File: src/rtl/uart_prog_loader.sv
// uart_prog_loader
//
// Program-load controller for the easy6502 system. Bytes arriving from the
// UART receiver are written sequentially into program RAM starting at
// LOAD_BASE. While a load is in progress the 6502 is held in reset and the
// loader owns the RAM write port. After IDLE_CYCLES clocks with no received
// byte, the CPU is released, so a program streamed over serial starts running
// on its own. Any byte received outside LOAD starts a fresh load, which also
// covers reloading a running program.
//
// Optional feature macro: LOADER_VECTOR_EN
//   When defined, the loader writes LOAD_BASE into the 6502 reset vector
//   ($FFFC/$FFFD) after the idle timeout and before releasing the CPU.
//   When undefined, the reset vector must come from RAM initialisation.
//
// Ports:
//   clk          in   system clock; all logic is on its rising edge
//   resetn       in   asynchronous active-low reset
//   rx_data      in   received byte, valid with rx_valid
//   rx_valid     in   one-cycle strobe per received byte
//   rx_err       in   framing error, qualified by rx_valid
//   mem_addr     out  RAM write address (registered)
//   mem_wdata    out  RAM write data (registered)
//   mem_we       out  one-cycle RAM write strobe (registered)
//   loading      out  high in LOAD/VEC/RELEASE; RAM port belongs to the loader
//   cpu_reset_n  out  CPU reset, active-low
//   load_len     out  bytes written in the current or last load
//   load_err     out  sticky error flag for the current load
//
// Parameter constraint: LOAD_BASE + MAX_LEN <= 17'h10000 (pointer never wraps).

module uart_prog_loader #(
  parameter logic [15:0] LOAD_BASE   = 16'h0600,
  parameter logic [15:0] MAX_LEN     = 16'h0A00,
  parameter int          IDLE_CYCLES = 250000,
  parameter int          RST_HOLD    = 16
) (
  input  logic        clk,
  input  logic        resetn,
  input  logic [7:0]  rx_data,
  input  logic        rx_valid,
  input  logic        rx_err,
  output logic [15:0] mem_addr,
  output logic [7:0]  mem_wdata,
  output logic        mem_we,
  output logic        loading,
  output logic        cpu_reset_n,
  output logic [15:0] load_len,
  output logic        load_err
);

  localparam int IDLE_W = (IDLE_CYCLES > 1) ? $clog2(IDLE_CYCLES) : 1;
  localparam int HOLD_W = (RST_HOLD > 1) ? $clog2(RST_HOLD) : 1;
  localparam logic [IDLE_W-1:0] IDLE_LAST = IDLE_W'(IDLE_CYCLES - 1);
  localparam logic [HOLD_W-1:0] HOLD_LAST = HOLD_W'(RST_HOLD - 1);

  typedef enum logic [2:0] {
    S_WAIT,
    S_LOAD,
`ifdef LOADER_VECTOR_EN
    S_VEC,
`endif
    S_RELEASE,
    S_RUN
  } state_t;

  state_t            state;
  logic [15:0]       ptr;
  logic [IDLE_W-1:0] idle_cnt;
  logic [HOLD_W-1:0] hold_cnt;
`ifdef LOADER_VECTOR_EN
  logic              vec_step;
`endif

  // A byte seen in any state other than LOAD begins a new load. The byte is
  // then processed against a freshly cleared pointer/length/error rather than
  // the values left over from the previous load.
  logic        start_new;
  logic [15:0] cur_ptr;
  logic [15:0] cur_len;
  logic        cur_err;

  always_comb begin
    start_new = (state != S_LOAD);
    cur_ptr   = start_new ? LOAD_BASE : ptr;
    cur_len   = start_new ? 16'h0000 : load_len;
    cur_err   = start_new ? 1'b0 : load_err;
  end

  always_ff @(posedge clk or negedge resetn) begin
    if (!resetn) begin
      state       <= S_WAIT;
      ptr         <= LOAD_BASE;
      idle_cnt    <= '0;
      hold_cnt    <= '0;
`ifdef LOADER_VECTOR_EN
      vec_step    <= 1'b0;
`endif
      mem_addr    <= LOAD_BASE;
      mem_wdata   <= 8'h00;
      mem_we      <= 1'b0;
      loading     <= 1'b0;
      cpu_reset_n <= 1'b0;
      load_len    <= 16'h0000;
      load_err    <= 1'b0;
    end else begin
      mem_we <= 1'b0;

      if (rx_valid) begin
        // A received byte takes priority over the idle timeout and aborts any
        // pending vector writes or reset hold.
        state       <= S_LOAD;
        loading     <= 1'b1;
        cpu_reset_n <= 1'b0;
        idle_cnt    <= '0;
        if (rx_err || (cur_len == MAX_LEN)) begin
          // Dropped byte: the address stays where it was.
          ptr      <= cur_ptr;
          load_len <= cur_len;
          load_err <= 1'b1;
        end else begin
          mem_we    <= 1'b1;
          mem_addr  <= cur_ptr;
          mem_wdata <= rx_data;
          ptr       <= cur_ptr + 16'h0001;
          load_len  <= cur_len + 16'h0001;
          load_err  <= cur_err;
        end
      end else begin
        case (state)
          S_WAIT: ;

          S_LOAD: begin
            if (idle_cnt == IDLE_LAST) begin
`ifdef LOADER_VECTOR_EN
              state    <= S_VEC;
              vec_step <= 1'b0;
`else
              state    <= S_RELEASE;
              hold_cnt <= '0;
`endif
            end else begin
              idle_cnt <= idle_cnt + IDLE_W'(1);
            end
          end

`ifdef LOADER_VECTOR_EN
          // Point the 6502 reset vector at the loaded program, low byte first.
          // These writes are not counted in load_len.
          S_VEC: begin
            mem_we <= 1'b1;
            if (!vec_step) begin
              mem_addr  <= 16'hFFFC;
              mem_wdata <= LOAD_BASE[7:0];
              vec_step  <= 1'b1;
            end else begin
              mem_addr  <= 16'hFFFD;
              mem_wdata <= LOAD_BASE[15:8];
              state     <= S_RELEASE;
              hold_cnt  <= '0;
            end
          end
`endif

          S_RELEASE: begin
            if (hold_cnt == HOLD_LAST) begin
              state       <= S_RUN;
              loading     <= 1'b0;
              cpu_reset_n <= 1'b1;
            end else begin
              hold_cnt <= hold_cnt + HOLD_W'(1);
            end
          end

          S_RUN: ;

          default: state <= S_WAIT;
        endcase
      end
    end
  end

endmodule

File: config.mk
export PLATFORM = sky130hd
export DESIGN_NAME = uart_prog_loader
export DESIGN_NICKNAME = d
export VERILOG_FILES = /design/src/rtl/uart_prog_loader.sv
export SDC_FILE = /design/constraint.sdc
export NUM_CORES = 1
export LEC_CHECK = 0
export ABC_CLOCK_PERIOD_IN_PS = 4900
export BUFFER_PORTS_ARGS = -buffer_cell sky130_fd_sc_hd__buf_2
export CAP_MARGIN = 10
export CORE_MARGIN = 3
export CORE_UTILIZATION = 45
export CTS_BUF_LIST = sky130_fd_sc_hd__clkbuf_4
export DETAILED_ROUTE_END_ITERATION = 16
export GPL_ROUTABILITY_DRIVEN = 1
export PLACE_DENSITY = 0.68
export SYNTH_ARGS = -nofsm -noshare
export SYNTH_HDL_FRONTEND = slang
export SYNTH_SLANG_ARGS = --single-unit
File: constraint.sdc
create_clock -name clk -period 4.9 [get_ports clk]
set_input_delay 0.98 -clock clk [delete_from_list [all_inputs] [get_ports clk]]
set_output_delay 0.98 -clock clk [all_outputs]
set_load 0.005 [all_outputs]
**Word-level counts from Yosys, hierarchy flattened**

Index checks and enable logic that the tools add are counted.

- Register bits: 85
- Latch bits: 0
- RAM bits: 0
- Memory bits (read-only): 0
- Input port bits: 12
- Output and inout bits: 44
- Word-level logic and storage cells: 68
- Memories kept: 0

- $add $sub $neg: 4
- $mul: 0
- Divide/modulo/power cells: 0
- Order comparisons: 0
- Equal/unequal tests: 13
- Shift operators: 0
- Muxes and demuxes: 24
- Bitwise gates (word level): 2
- Reductions and logical operators: 14

Operator list:

| cell | count |
|---|---|
| $mux 16 | 4 |
| $mux 18 | 3 |
| $add 16x1->16 const B | 2 |
| $add 18x1->18 const B | 1 |
| $eq 18x18->1 const B | 1 |
| $eq 16x12->1 const B | 1 |
| $mux 1 | 10 |
| $reduce_bool 2->1 | 5 |
| $mux 3 | 3 |
| $pmux 3 s3 | 1 |
| $mux 4 | 2 |
| $pmux 4 s2 | 1 |
| $reduce_and 2->1 | 4 |
| $eq 3x2->1 const B | 2 |
| $ne 2x2->1 const B | 3 |
| $ne 3x3->1 const B | 2 |
| $add 4x1->4 const B | 1 |
| $eq 4x4->1 const B | 1 |
| $reduce_and 4->1 | 1 |
| $eq 3x1->1 const B | 1 |
| $logic_not 3->1 | 1 |
| $ne 3x1->1 const B | 1 |
| $reduce_and 3->1 | 1 |
| $ne 2x1->1 const B | 1 |
| 3 further kinds | 4 |

**Depth between registers and ports, before layout**

- Depth in word-level cells: 6
- Mapped depth: 13

**Least setup slack after synthesis**

No wires, ideal clock.

- Kind: flip-flop to flip-flop
- From: register state[1]
- To: register load_len[10]
- Setup time: 0.129 ns
- Arrival time: 2.811 ns
- Data required time: 4.771 ns
- Path slack: 1.960 ns
- Stages on the path, launching flop included: 14
- Buffers on the path: 4
- Period minus slack after synthesis: 2.940 ns
- Path through: dfrtp_1 -> inv_1 -> ha_1 -> buf_2 -> buf_2 -> clkbuf_1 -> clkbuf_1 -> and2_1 -> ha_1 -> nand3_1 -> or4_1 -> nor2_1 -> mux2i_1 -> o2bb2ai_1

- Cells in the longest elaborated chain, start to end: 5
- Elaborated cells between the ends (all ways): 6

Ends and longest elaborated chain:

| element | RTL line | source |
|---|---|---|
| start: declaration | 67 | `state_t state;` |
| start signal: assignment | 92 | `state <= S_WAIT;` |
| start signal: assignment | 112 | `state <= S_LOAD;` |
| start signal: assignment | 139 | `state <= S_RELEASE;` |
| $ne 3x1->1 (*) | 84 | `start_new = (state != S_LOAD);` |
| $mux 16 (*) | 86 | `cur_len = start_new ? 16'h0000 : load_len;` |
| parallel branches: the longest is 2 deep, another holds $add 16x1->16 | - |  |
| $mux 16 (*) | 116 | `if (rx_err \|\| (cur_len == MAX_LEN)) begin` |
| end signal: assignment | 119 | `load_len <= cur_len;` |
| end signal: assignment | 126 | `load_len <= cur_len + 16'h0001;` |
| end: declaration | 48 | `output logic [15:0] load_len,` |

Mark *: on every way between the ends.
A chain may end at the register's enable or synchronous reset.

==> results.md <==
- Critical-path cell list: buf_2 > inv_1 > nor2_1 > o21ai_4 > inv_2 > nand4_1 > xor2_1
- Switching Share: 39.5%
- Cell Int Power: 0.00116 W
- Placeable Area: 8890 um2
- Initial Utilization: 47.4%
- CTS Root Buffer Type: clkbuf_4
- Synth area leaders: dfrtp_1, nand2_1, nor2_1, xor2_1, nand3_1
- Port buffer count: 55
- First-pass GRT wire length: 15900 um
- Largest stage delay, worst path: 0.55 ns
- Slowest cell on crit path: buf_2
- Part of the power in registers: 49.6%
- Logic pwr share: 31.7%
- Status: finished clean
- Die width: 103 um
- Worst Setup Path Type: primary input to flop
- Clk sinks: 84
- Final Hold Viols: 0
- Num CTS Buffers: 9
- Syn nets: 479
- Area delta synth->final: 11.1%
- Fin Setup TNS: 0 ns
- Post-Route WL: 9340 um
- Async SR Flop Fraction: 100%
- Via Count: 3479
- Post-synth design cell area: 4210 um2
- Critical path endpoint category: flop
- DP Area: 4560 um2
- NetSw: 0.000755 W
- Worst IR Drop VDD: 231 uV
- Die height: 103 um
- CTS Hold Bufs: 0
- Routed len/inst: 15.0 um
- GRT Residual Overflow: 0
- P per Cell Area: 408 nW/um2
- Max Slew Vio Count: 0
- Number of synthesized register bits: 84
- Worst-path clk slew: 0.14 ns
- Dpl hpwl: 6260 um
- Avg Inst Size Synth: 9.14 um2
- 1st-iter DRT viols: 178
- Static leakage: 2.10 nW
- Largest net degree at the start of global routing: 85
- Max_cap viols: 0
- Max clock buf depth: 2
- Prevailing post-synth register cell: dfrtp_1
- Die Area: 10600 um2
- Synth unique cells: 51
- Syn Inst Count: 461
- R2R cell count: 6
- Routability cong.: 0.804
- Vias in the first global route: 3253
- Critical path launch point type: primary input
- Share of layout cells above drive strength 1: 16.8%
- Ports: 56
- Hold Crit Depth: 2
- Cell Rows: 34
- Final setup violation count: 0
- Remaining antenna violation count: 0
- Synth top area share: 47.5%
- CTS tree: done
- Synth warnings: 0
- Total track usage: 19.2%
- Antenna Cells: 0
- Clk_skew: 0.0191 ns
- RSZ-0062 raised after global routing: no
- Pre-antenna DRT Iters: 4
- H-tree depth: 3
- Slew @ Worst Pin: 1.05 ns
- Post_cts resized: 0
- Largest area contributor in the netlist: dfrtp_1
- Crit-path max FO: 47
- Vias/cell: 5.60
- Fmax: 331 MHz
- Sequential element share of the synthesized area: 50.0%
- Hold Slack: 0.487 ns
- Post-synth EDFFs: 0
- Setup Buffers After CTS: 0
- Tmin final: 3.02 ns
- Clock power share: 18.7%
- Critical path required time: 5.22 ns
- Nets: 526
- Tcrit/Tclk final: 61.6%
- # DRC: 0
- Post-route cell area: 4680 um2
- HP Class: flop to flop
- Slew HR: 30.0%
- CP arrival: 3.34 ns
- Clk_lat worst skew: 0.44 ns
- Initial antenna violation count: 0
==> metrics by stage <==
stage	utilization (%)	setup slack, ns	power (W)	cells
floorplan	-	1.96	0.00135	461
global route	52.6	1.58	0.00207	621
detailed placement	51.3	1.39	0.00157	605
finish	52.6	1.88	0.00191	621
CTS	52.6	1.87	0.00193	621
global placement	51.3	1.47	0.00155	605
==> cell type report <==
type                    instances  area, um2
flip-flops and latches         84       2110
multi-input cells             343       1980
well taps                     108        135
clock buffers                   9       67.6
clock inverters                 7       52.6
fillers                       832       4210
repair buffers                 56        285
inverters                      14       52.6
==> cells in the final DEF, fill, tap and decap left out, drive strengths merged, types with 8 or more instances in the layout <==
master / n
a21oi: 15
buf: 56
clkbuf: 9
dfrtp: 80
inv: 15
nand2: 98
nand3: 23
nand4: 15
nor2: 43
nor3: 8
nor4: 11
o21ai: 21
xnor2: 11
xor2: 18
==> path summary, 6_finish.rpt <==
check | startpoint | slack, ns | endpoint
setup / recovery | rx_valid | 1.88 | ptr[7]$_DFFE_PN0P_
hold / removal | mem_wdata[6]$_DFFE_PN0P_ | 0.49 | mem_wdata[6]$_DFFE_PN0P_
setup reg to reg | load_len[8]$_DFFE_PN0P_ | 2.03 | load_len[3]$_DFFE_PN0P_
hold reg to reg | mem_wdata[6]$_DFFE_PN0P_ | 0.49 | mem_wdata[6]$_DFFE_PN0P_
max in group asynchronous | resetn | 3.51 | idle_cnt[0]$_DFFE_PN0P_
min in group asynchronous | resetn | 0.70 | mem_wdata[0]$_DFFE_PN0P_
==> cells in the mapped netlist (3+ instances only) <==
cell and count:
nand2_1 98, dfrtp_1 80, nor2_1 43, nand3_1 22, o21ai_0 18, xor2_1 18
a21oi_1 15, nand4_1 15, inv_1 13, clkbuf_1 12, nor4_1 11, xnor2_1 11
nor3_1 8, and3_1 7, mux2i_1 7, buf_2 6, ha_1 6, o211ai_1 5
or4_1 5, a31oi_1 4, and2_1 4, dfstp_2 4, and4_1 3, nand2b_1 3
nor2b_1 3, o2111ai_1 3, o22ai_1 3, o2bb2ai_1 3, or3_1 3
==> flip-flops by register name, summed over array words and instances, names as in the netlist <==
name,flops
state,2
load_err,1
cpu_reset_n,1
mem_we,1
load_len,16
mem_addr,16
loading,1
ptr,16
idle_cnt,18
hold_cnt,4
mem_wdata,8
==> kinds of logic (layout without fill, tap and decap cells) <==
| logic type | count (synthesis) | in the layout | synth area share, % |
|---|---|---|---|
| buffers and inverters | 34 | 86 | 3.21 |
| AOI/OAI and AO/OA | 66 | 66 | 10.6 |
| xor gates and xnor gates | 29 | 29 | 6.03 |
| and+or+nand+nor | 234 | 234 | 26.4 |
| adders and majority gates | 6 | 6 | 1.78 |
| muxes | 8 | 8 | 1.93 |
| DFF | 84 | 84 | 50.0 |
==> worst max-delay path, delay by kind of cell <==
| family | cells | cell delay, ns |
|---|---|---|
| XOR/XNOR | 1 | 0.16 |
| AND/OR/NAND/NOR | 2 | 0.44 |
| AO/OA/AOI/OAI | 1 | 0.31 |
| buffers and inverters | 3 | 1.42 |
==> power groups by stage <==
stage / sequential [W] / combinational [W] / clock, W
floorplan: 0.000943 / 0.000402 / 0
global placement: 0.000957 / 0.000591 / 0
detailed placement: 0.000960 / 0.000608 / 0
CTS: 0.000946 / 0.000612 / 0.000377
global route: 0.000970 / 0.000697 / 0.000406
finish: 0.000947 / 0.000606 / 0.000357
==> per-layer routing <==
layer  wire length [um]  global-route usage (%)  vias to the layer above
li1                   -                       -                     1709
met1               4510                    27.6                     1680
met2               4260                    29.2                       81
met3                466                    3.86                        9
met4                 95                    6.37                        0
met5                  0                       0                        -
Power figures use the tool's default switching activity.
